File: src/rtl/keccak_stream_ctrl.sv
// Keccak accelerator controller: streams pre-padded rate blocks from dual-port RAM
// into the keccak core, then squeezes an arbitrary-length digest back into RAM.
module keccak_stream_ctrl #(
  parameter int ADDR_WIDTH     = 32,
  parameter int DATA_WIDTH     = 32,
  parameter int LEN_WIDTH      = 16,
  parameter int MAX_RATE_LANES = 21
) (
  input  logic                    clk,
  input  logic                    rst_n,
  input  logic                    start,
  input  logic [4:0]              rate_lanes,
  input  logic [LEN_WIDTH-1:0]    in_blocks,
  input  logic [LEN_WIDTH-1:0]    out_bytes,
  input  logic [ADDR_WIDTH-1:0]   in_base,
  input  logic [ADDR_WIDTH-1:0]   out_base,
  output logic                    busy,
  output logic                    done,
  output logic                    error,
  output logic                    mem_en_a,
  output logic                    mem_en_b,
  output logic                    mem_we_a,
  output logic                    mem_we_b,
  output logic [ADDR_WIDTH-1:0]   mem_addr_a,
  output logic [ADDR_WIDTH-1:0]   mem_addr_b,
  output logic [DATA_WIDTH-1:0]   mem_wdata_a,
  output logic [DATA_WIDTH-1:0]   mem_wdata_b,
  output logic [DATA_WIDTH/8-1:0] mem_be_a,
  output logic [DATA_WIDTH/8-1:0] mem_be_b,
  input  logic [DATA_WIDTH-1:0]   mem_rdata_a,
  input  logic [DATA_WIDTH-1:0]   mem_rdata_b,
  output logic                    k_start,
  output logic [2*DATA_WIDTH-1:0] k_din,
  output logic                    k_din_valid,
  input  logic                    k_buffer_full,
  output logic                    k_last_block,
  input  logic                    k_ready,
  input  logic [2*DATA_WIDTH-1:0] k_dout,
  input  logic                    k_dout_valid,
  output logic                    k_squeeze
);

  typedef enum logic [2:0] {
    S_IDLE, S_INIT, S_ABSORB, S_WAIT_FULL, S_WAIT_PERM, S_SQUEEZE, S_DONE, S_ERROR
  } state_e;

  localparam logic [4:0]         MAX_RATE = 5'(MAX_RATE_LANES);
  localparam logic [LEN_WIDTH:0] FOUR     = (LEN_WIDTH+1)'(4);
  localparam logic [LEN_WIDTH:0] EIGHT    = (LEN_WIDTH+1)'(8);
  localparam int                 BW       = DATA_WIDTH/8;

  function automatic logic [BW-1:0] low_mask(input logic [2:0] n);
    case (n)
      3'd0:    low_mask = BW'(4'h0);
      3'd1:    low_mask = BW'(4'h1);
      3'd2:    low_mask = BW'(4'h3);
      3'd3:    low_mask = BW'(4'h7);
      default: low_mask = BW'(4'hF);
    endcase
  endfunction

  state_e                  state_q, state_d;
  logic                    start_prev_q;
  logic [4:0]              rate_q, rate_d;
  logic [LEN_WIDTH-1:0]    in_blocks_q, in_blocks_d, out_bytes_q, out_bytes_d;
  logic [ADDR_WIDTH-1:0]   in_base_q, in_base_d, out_base_q, out_base_d;
  logic [ADDR_WIDTH-1:0]   rd_addr_q, rd_addr_d;
  logic [4:0]              lane_cnt_q, lane_cnt_d, sq_lane_q, sq_lane_d;
  logic [LEN_WIDTH-1:0]    blk_cnt_q, blk_cnt_d;
  logic [LEN_WIDTH:0]      byte_cnt_q, byte_cnt_d, rem;
  logic                    busy_q, busy_d, done_q, done_d, error_q, error_d;
  logic                    en_a_q, en_a_d, en_b_q, en_b_d, we_a_q, we_a_d, we_b_q, we_b_d;
  logic [ADDR_WIDTH-1:0]   addr_a_q, addr_a_d, addr_b_q, addr_b_d;
  logic [DATA_WIDTH-1:0]   wdata_a_q, wdata_a_d, wdata_b_q, wdata_b_d;
  logic [BW-1:0]           be_a_q, be_a_d, be_b_q, be_b_d;
  logic                    k_start_q, k_start_d, k_din_valid_q, k_din_valid_d;
  logic                    k_last_block_q, k_last_block_d, k_squeeze_q, k_squeeze_d;
  logic                    cfg_bad;

  always_comb begin
    state_d        = state_q;
    rate_d         = rate_q;
    in_blocks_d    = in_blocks_q;
    out_bytes_d    = out_bytes_q;
    in_base_d      = in_base_q;
    out_base_d     = out_base_q;
    rd_addr_d      = rd_addr_q;
    lane_cnt_d     = lane_cnt_q;
    sq_lane_d      = sq_lane_q;
    blk_cnt_d      = blk_cnt_q;
    byte_cnt_d     = byte_cnt_q;
    en_a_d         = 1'b0;
    en_b_d         = 1'b0;
    we_a_d         = 1'b0;
    we_b_d         = 1'b0;
    addr_a_d       = '0;
    addr_b_d       = '0;
    wdata_a_d      = '0;
    wdata_b_d      = '0;
    be_a_d         = '0;
    be_b_d         = '0;
    k_squeeze_d    = 1'b0;
    rem            = {1'b0, out_bytes_q} - byte_cnt_q;
    cfg_bad        = (rate_lanes == 5'd0) || (rate_lanes > MAX_RATE) ||
                     (in_blocks == '0) || (out_bytes == '0);
    case (state_q)
      S_IDLE: if (start && !start_prev_q) begin
        rate_d      = rate_lanes;
        in_blocks_d = in_blocks;
        out_bytes_d = out_bytes;
        in_base_d   = in_base;
        out_base_d  = out_base;
        state_d     = cfg_bad ? S_ERROR : S_INIT;
      end
      S_INIT: begin
        lane_cnt_d = '0;
        sq_lane_d  = '0;
        blk_cnt_d  = '0;
        byte_cnt_d = '0;
        rd_addr_d  = in_base_q;
        state_d    = S_ABSORB;
      end
      // Blocks are contiguous, so a running word address replaces blk*rate+lane.
      S_ABSORB: begin
        en_a_d     = 1'b1;
        en_b_d     = 1'b1;
        addr_a_d   = rd_addr_q;
        addr_b_d   = rd_addr_q + ADDR_WIDTH'(1);
        rd_addr_d  = rd_addr_q + ADDR_WIDTH'(2);
        lane_cnt_d = lane_cnt_q + 5'd1;
        if (lane_cnt_d == rate_q) state_d = S_WAIT_FULL;
      end
      S_WAIT_FULL: if (k_buffer_full) begin
        blk_cnt_d  = blk_cnt_q + LEN_WIDTH'(1);
        lane_cnt_d = '0;
        state_d    = (blk_cnt_d == in_blocks_q) ? S_WAIT_PERM : S_ABSORB;
      end
      S_WAIT_PERM: if (k_ready) state_d = S_SQUEEZE;
      S_SQUEEZE: if (k_dout_valid && (byte_cnt_q < {1'b0, out_bytes_q})) begin
        en_a_d    = 1'b1;
        we_a_d    = 1'b1;
        addr_a_d  = out_base_q + ADDR_WIDTH'(byte_cnt_q >> 2);
        addr_b_d  = out_base_q + ADDR_WIDTH'(byte_cnt_q >> 2) + ADDR_WIDTH'(1);
        wdata_a_d = k_dout[DATA_WIDTH-1:0];
        wdata_b_d = k_dout[2*DATA_WIDTH-1:DATA_WIDTH];
        be_a_d    = (rem >= FOUR) ? {BW{1'b1}} : low_mask(rem[2:0]);
        if (rem >= EIGHT) begin
          be_b_d = {BW{1'b1}};
          en_b_d = 1'b1;
        end else if (rem > FOUR) begin
          be_b_d = low_mask(rem[2:0] - 3'd4);
          en_b_d = 1'b1;
        end
        we_b_d     = en_b_d;
        byte_cnt_d = byte_cnt_q + EIGHT;
        sq_lane_d  = sq_lane_q + 5'd1;
        if (byte_cnt_d >= {1'b0, out_bytes_q}) begin
          state_d = S_DONE;
        end else if (sq_lane_d == rate_q) begin
          k_squeeze_d = 1'b1;
          sq_lane_d   = '0;
          state_d     = S_WAIT_PERM;
        end
      end
      S_DONE, S_ERROR: if (!start) state_d = S_IDLE;
      default: state_d = S_IDLE;
    endcase
    // Status and core strobes are derived from the next state so they line up with state_q.
    busy_d         = state_d inside {S_INIT, S_ABSORB, S_WAIT_FULL, S_WAIT_PERM, S_SQUEEZE};
    done_d         = state_d inside {S_DONE, S_ERROR};
    error_d        = (state_d == S_ERROR);
    k_start_d      = (state_d == S_INIT);
    k_last_block_d = (state_d inside {S_ABSORB, S_WAIT_FULL}) &&
                     (blk_cnt_d == in_blocks_q - LEN_WIDTH'(1));
    k_din_valid_d  = en_a_q && !we_a_q;
  end

  always_ff @(posedge clk or negedge rst_n) begin
    if (!rst_n) begin
      state_q        <= S_IDLE;
      start_prev_q   <= 1'b0;
      rate_q         <= '0;
      in_blocks_q    <= '0;
      out_bytes_q    <= '0;
      in_base_q      <= '0;
      out_base_q     <= '0;
      rd_addr_q      <= '0;
      lane_cnt_q     <= '0;
      sq_lane_q      <= '0;
      blk_cnt_q      <= '0;
      byte_cnt_q     <= '0;
      busy_q         <= 1'b0;
      done_q         <= 1'b0;
      error_q        <= 1'b0;
      en_a_q         <= 1'b0;
      en_b_q         <= 1'b0;
      we_a_q         <= 1'b0;
      we_b_q         <= 1'b0;
      addr_a_q       <= '0;
      addr_b_q       <= '0;
      wdata_a_q      <= '0;
      wdata_b_q      <= '0;
      be_a_q         <= '0;
      be_b_q         <= '0;
      k_start_q      <= 1'b0;
      k_din_valid_q  <= 1'b0;
      k_last_block_q <= 1'b0;
      k_squeeze_q    <= 1'b0;
    end else begin
      state_q        <= state_d;
      start_prev_q   <= start;
      rate_q         <= rate_d;
      in_blocks_q    <= in_blocks_d;
      out_bytes_q    <= out_bytes_d;
      in_base_q      <= in_base_d;
      out_base_q     <= out_base_d;
      rd_addr_q      <= rd_addr_d;
      lane_cnt_q     <= lane_cnt_d;
      sq_lane_q      <= sq_lane_d;
      blk_cnt_q      <= blk_cnt_d;
      byte_cnt_q     <= byte_cnt_d;
      busy_q         <= busy_d;
      done_q         <= done_d;
      error_q        <= error_d;
      en_a_q         <= en_a_d;
      en_b_q         <= en_b_d;
      we_a_q         <= we_a_d;
      we_b_q         <= we_b_d;
      addr_a_q       <= addr_a_d;
      addr_b_q       <= addr_b_d;
      wdata_a_q      <= wdata_a_d;
      wdata_b_q      <= wdata_b_d;
      be_a_q         <= be_a_d;
      be_b_q         <= be_b_d;
      k_start_q      <= k_start_d;
      k_din_valid_q  <= k_din_valid_d;
      k_last_block_q <= k_last_block_d;
      k_squeeze_q    <= k_squeeze_d;
    end
  end

  assign busy         = busy_q;
  assign done         = done_q;
  assign error        = error_q;
  assign mem_en_a     = en_a_q;
  assign mem_en_b     = en_b_q;
  assign mem_we_a     = we_a_q;
  assign mem_we_b     = we_b_q;
  assign mem_addr_a   = addr_a_q;
  assign mem_addr_b   = addr_b_q;
  assign mem_wdata_a  = wdata_a_q;
  assign mem_wdata_b  = wdata_b_q;
  assign mem_be_a     = be_a_q;
  assign mem_be_b     = be_b_q;
  assign k_start      = k_start_q;
  // Read data lands one cycle after the enable, alongside the registered valid.
  assign k_din        = k_din_valid_q ? {mem_rdata_b, mem_rdata_a} : '0;
  assign k_din_valid  = k_din_valid_q;
  assign k_last_block = k_last_block_q;
  assign k_squeeze    = k_squeeze_q;

endmodule

File: config.mk
export PLATFORM = sky130hd
export DESIGN_NAME = keccak_stream_ctrl
export DESIGN_NICKNAME = d
export VERILOG_FILES = /design/src/rtl/keccak_stream_ctrl.sv
export SDC_FILE = /design/constraint.sdc
export NUM_CORES = 1
export LEC_CHECK = 0
export BUFFER_PORTS_ARGS = -buffer_cell sky130_fd_sc_hd__buf_4
export CAP_MARGIN = 20
export CORE_UTILIZATION = 54
export DETAILED_ROUTE_END_ITERATION = 10
export HOLD_SLACK_MARGIN = 0.03
export PLACE_DENSITY = 0.88
export SLEW_MARGIN = 20
export SYNTH_ARGS = -nofsm -noshare
export SYNTH_HDL_FRONTEND = slang
export SYNTH_SLANG_ARGS = --single-unit
File: constraint.sdc
create_clock -name clk -period 4.5 [get_ports clk]
set_input_delay 1.35 -clock clk [delete_from_list [all_inputs] [get_ports clk]]
set_output_delay 1.35 -clock clk [all_outputs]
set_load 0.02 [all_outputs]
Word-level counts from Yosys, hierarchy flattened
Cells that the tools add are included.

operators by class
  add/subtract/negate cells = 11
  multiply operators = 0
  divide/modulo/power cells = 0
  magnitude comparators = 6
  eq/ne operators = 26
  shifts and indexed selects = 0
  mux-type cells = 52
  bitwise operators = 0
  reduce and logical (&&, ||, !) cells = 25

operators by type and width
  cell                                                                                   count
  32-bit 2-to-1 mux                                                                      6
  32-bit case mux with 2 select lines                                                    3
  32-bit by 1-bit adder with 32-bit output (second input constant)                       2
  64-bit 2-to-1 mux                                                                      1
  17-bit case mux with 2 select lines                                                    1
  32-bit by 15-bit adder with 32-bit output                                              1
  32-bit by 2-bit adder with 32-bit output (second input constant)                       1
  16-bit equality test                                                                   2
  16-bit zero test                                                                       2
  16-bit case mux with 2 select lines                                                    1
  4-bit case mux with 4 select lines                                                     2
  3-bit 2-to-1 mux                                                                       10
  4-bit 2-to-1 mux                                                                       7
  3-bit by 2-bit equality test with 1-bit output (second input constant)                 8
  3-bit equality test (second input constant)                                            8
  3-bit case mux with 7 select lines                                                     1
  5-bit 2-to-1 mux                                                                       4
  17-bit by 4-bit adder with 17-bit output (second input constant)                       1
  17-bit by 16-bit greater-or-equal comparator with 1-bit output                         1
  17-bit by 3-bit greater-or-equal comparator with 1-bit output (second input constant)  1
  17-bit by 4-bit greater-or-equal comparator with 1-bit output (second input constant)  1
  17-bit by 3-bit > comparator with 1-bit output (second input constant)                 1
  17-bit by 16-bit < comparator with 1-bit output                                        1
  17-bit 2-to-1 mux                                                                      1
  24 further kinds                                                                       53

word-level totals
  bits in registers = 327
  latch bits = 0
  bits in writable memories = 0
  ROM bits = 0
  input port bits = 235
  output and inout bits = 211
  memories = 0

Logic depth before layout (Yosys ltp)
  depth in word-level cells = 10
  gate-level depth with buffers = 15

Worst setup path after synthesis
Ideal clock, no wire load.

  path type = flip-flop to flip-flop
  from = register byte_cnt_q[3]
  to = register busy_q, in the netlist busy
  library setup time = 119 ps
  data arrival time = 3328 ps
  slack = 1053 ps
  cell stages (with the launch flop) = 14
  path buffers = 0
  period minus slack after synthesis = 3447 ps
  cell sequence = dfrtp_1 -> and3_1 -> nand3_1 -> nor2_1 -> xnor2_1 -> ha_1 -> a21o_1 -> a211o_1 -> o221ai_1 -> a21oi_1 -> a2111oi_0 -> o221ai_1 -> or2_1 -> o21a_1

between the ends
  word-level cells in the longest chain between the ends = 7

RTL lines
  what                                                                    RTL line  RTL
  start, declared                                                         70        logic [LEN_WIDTH:0] byte_cnt_q, byte_cnt_d, rem;
  start signal, assigned                                                  221       byte_cnt_q <= byte_cnt_d;
  17-bit by 4-bit adder with 17-bit output                                155       byte_cnt_d = byte_cnt_q + EIGHT;
  17-bit by 16-bit greater-or-equal comparator with 1-bit output          157       if (byte_cnt_d >= {1'b0, out_bytes_q}) begin
  3-bit 2-to-1 mux                                                        157
  3-bit 2-to-1 mux (*)                                                    139       S_SQUEEZE: if (k_dout_valid && (byte_cnt_q < {1'b0, out_bytes_q})) begin
  3-bit case mux with 7 select lines (*)                                  106       case (state_q)
  via state_d[1]                                                          62        state_e state_q, state_d;
  3-bit by 1-bit equality test with 1-bit output (tied with other cells)  169       busy_d = state_d inside {S_INIT, S_ABSORB, S_WAIT_FULL, S_WAIT_PERM, S_SQUEEZE};
  5-bit nonzero test (*)                                                  169
  via busy_d                                                              71        logic busy_q, busy_d, done_q, done_d, error_q, error_d;
  end signal, assigned                                                    222       busy_q <= busy_d;
  end, declared                                                           71

Mark *: on every way through the listed nets, which the timed path passes. The rest lies on a longest branch.
A chain may end at the register's enable or synchronous reset.

Worst setup path after layout
  from = register byte_cnt_q[8]
  to = register byte_cnt_q[14]

between the ends
  word-level cells in the longest chain between the ends = 4

RTL lines
  what                                             RTL line
  17-bit by 16-bit < comparator with 1-bit output  139
  1-bit logical AND                                139
  2-bit != test (no source line)                   n/a
  2-bit AND reduction (no source line)             n/a

Several ways; a longest one is shown, not always the timed one. The select of a mux whose other input is x is not followed.

==> parameters.txt <==
Parameter                              Value

Synth
  Number of synthesized flops with an enable pin ... 0
  Fraction of the yosys area taken by sequential cells ... 0.455
  Avg Inst Size Synth ... 9.88 µm²
  Synthesized flop and latch total ... 324
  Synth top area share ... 0.455
  Dominant register cell in the synthesized netlist ... dfrtp_1
  Nets in the synthesized netlist ... 2089
  Dominant cell by count in the synthesized netlist ... dfrtp_1
  Most instantiated cells after synthesis ... 324 x dfrtp_1, 149 x nand2_1, 140 x and2_1
  Number of instances in the synthesized netlist ... 1804
  Fraction of registers with async set or reset after synthesis ... 1.00
  Syn Std Cell Area ... 17800 µm²
  Largest area contributor in the synthesized netlist ... dfrtp_1
  Synth Warn # ... 0
  Ranking of synthesized cells by area ... dfrtp_1 45%, mux2_2 6.6%, and2_1 4.9%, xnor2_1 4.4%, ha_1 3.5%
  Distinct cells, synth ... 83

STA
  Setup TNS ... 0 ps
  Maximum operating frequency ... 257 MHz
  Unrepaired setup endpoints after global routing ... false
  Number of hold violations in the final report ... 0
  Setup clock skew after layout ... 15.4 ps
  Setup-violating endpoint count in the final report ... 0
  Normalized max-slew margin ... 0.442
  Final period utilization ... 0.866
  Pins Over Slew Limit ... 0
  Transition time at the pin with the least slew margin ... 837 ps
  Worst-case setup margin in the final layout ... 602 ps
  Fin crit period ... 3900 ps

Setup path
  Largest fanout on the critical path ... 25
  Capture instance of the worst register-to-register path ... byte_cnt_q[14]
  Worst Path Required ... 4950 ps
  Critical Path Sink Type ... flop
  Critical Path AT ... 4350 ps
  Worst R2R Start ... byte_cnt_q[8]
  Startpoint kind of the worst setup timing path ... flop
  Startpoint of the most critical setup path ... byte_cnt_q[8]
  Crit path kind ... reg -> reg
  Reg-to-reg setup timing slack ... 600 ps
  Worst r2r path cells ... 12

Die
  Vertical die dimension ... 184 µm
  # rows ... 66
  Effective utilization at floorplan ... 0.548
  Core outline area ... 32500 µm²
  IO Count ... 446
  Full die area ... 33700 µm²
  Overall die width ... 184 µm

Global routing
  Largest net degree at the start of global routing ... 94
  Wire length of the first global-routing pass ... 85.4 mm
  All-layer global routing usage ... 0.329
  Vias in the first global route ... 15416
  Initial antenna violation count ... 1
  Sum of overflow across all layers after global routing ... 0

Hold path
  Hold Path Origin ... mem_we_a
  Worst Hold End ... k_din_valid
  Worst hold-check path type ... reg -> reg
  Depth of the worst hold-timing path ... 1

Outcome
  Status ... completed

Routing
  Vias per Instance ... 5.92
  Remaining antenna violation count after routing ... 0
  Total Routed Length ... 56.2 mm
  Post-detailed-route DRC marker count ... 0
  Initial detailed-routing violation count ... 1628
  Total vias in the final route ... 15802
  Average wire per cell in the routed design ... 21.1 µm
  Number of optimization iterations in the first detailed-route pass ... 7

Clock tree
  Clock sink total ... 324
  Maximum count of clock buffers along a single path ... 3
  Number of buffers inserted during clock tree synthesis ... 36
  H-tree lvl count ... 2
  Post-cts sizing count ... 0
  Clock tree root buffer cell ... clkbuf_16
  CTS tree ... built
  Number of setup buffers added after CTS ... 0
  Number of hold buffers added after cts ... 0
  Clock transition at the registers of the reported paths ... 60 ps
  Latest clock arrival within the worst-skew pair ... 540 ps

Place
  Post-detailed-placement half-perimeter wirelength ... 42.3 mm
  Pre-CTS setup slack ... 723 ps
  Final weighted congestion of routability-driven global placement ... 0.968
  Total of buffers placed on input and output ports ... 445
  Placed Cells incl. Taps ... 2603

Power and ir drop
  Pwr/cell area ... 648 nW/µm²
  Largest voltage drop on the vdd net ... 0.335 mV
  Leak Pwr ... 10.8 nW
  Final Total Pwr ... 14.8 mW

Layout
  Final core area utilization ... 0.700
  Share of post-route cells with drive strength above 1 ... 0.302
  Number of filler cells placed in the layout ... 2469
  Area added between synthesis and finish ... 27.7%
  Non-filler instance count after layout ... 2668
  Post-layout nets ... 2484

Flow run
  MaxCap Viol Count ... 0
cell families after synthesis:
group                    synth area share
adder cells (fa/ha/maj)            0.0357
other                            0.000421
AND/OR/NAND/NOR                     0.194
AO/OA/AOI/OAI                       0.131
multiplexers                       0.0731
flip-flops                          0.455
buffers and inverters              0.0365
XOR/XNOR                           0.0751
critical path, cell delays in order, from the launching register on:
cell,delay [ps]
dfrtp_1,460
inv_1,100
ha_1,450
nand4_1,240
nor4_1,260
nand2_1,80
o311ai_0,510
nor3_1,160
a21oi_4,230
clkinv_2,350
nor2_1,660
o21ai_0,180
o21ai_0,120
flip-flops by register name, indices dropped and copies added (netlist names), 3 cells and up:
name	cells
mem_wdata_b	32
state_q	3
in_blocks_q	16
mem_be_b	4
rate_q	5
blk_cnt_q	16
lane_cnt_q	5
mem_be_a	4
mem_wdata_a	32
out_base_q	32
out_bytes_q	16
mem_addr_a	32
mem_addr_b	32
rd_addr_q	32
sq_lane_q	5
byte_cnt_q	14
in_base_q	32
how the worst max path moves through the flow:
stage	to	slack [ps]	cells after the start
3_5_place_dp	byte_cnt_q[14]	720	12
6_report	byte_cnt_q[14]	600	12
5_1_grt	byte_cnt_q[14]	140	12
2_1_floorplan	busy	1050	13
3_3_place_gp	k_last_block	860	11
4_1_cts	byte_cnt_q[14]	630	12
area by class of cell:
type	count	area, µm²	share of cell area
Tap cell	442	553	0.0243
Multi-Input combinational cell	1313	9100	0.400
Antenna cell	1	2.50	0.000110
Clock buffer	53	1090	0.0481
Timing Repair Buffer	467	3550	0.156
Sequential cell	324	8110	0.356
Clock inverter	11	141	0.00621
Inverter	57	215	0.00945
routing by layer:
metal / up-vias / GRT usage / share of wire / wire length [µm]
met5: - / 0 / 0 / 0
met2: 813 / 0.559 / 0.49 / 27800
met4: 0 / 0.139 / 0.043 / 2400
met3: 120 / 0.0662 / 0.086 / 4810
li1: 7178 / - / - / -
met1: 7691 / 0.406 / 0.38 / 21200
cells in the final DEF, fill, tap and decap left out, types with 27 or more instances in the layout:
| cell type | instances |
|---|---|
| a21oi_1 | 71 |
| and2_1 | 140 |
| buf_4 | 463 |
| clkbuf_16 | 36 |
| dfrtp_1 | 324 |
| ha_1 | 50 |
| inv_1 | 56 |
| mux2_2 | 105 |
| nand2_1 | 149 |
| nand3_1 | 57 |
| nand4_1 | 32 |
| nor2_1 | 87 |
| nor3_1 | 47 |
| nor4_1 | 27 |
| o21ai_0 | 84 |
| o22ai_1 | 30 |
| xnor2_1 | 89 |
| xor2_1 | 62 |
power breakdown:
part / total, mW / switching, mW / internal (mW)
sequential: 4.87 / 1.13 / 3.75
clock: 3.03 / 1.22 / 1.81
combinational: 6.85 / 3.96 / 2.89
stage by stage:
stage	area, µm²	hold WS [ps]
after global routing	22800	475
after detailed placement	21500	445
after CTS	22800	455
final	22800	447
after floorplan	17800	433
after global placement	21500	434
Power figures use the tool's default switching activity.
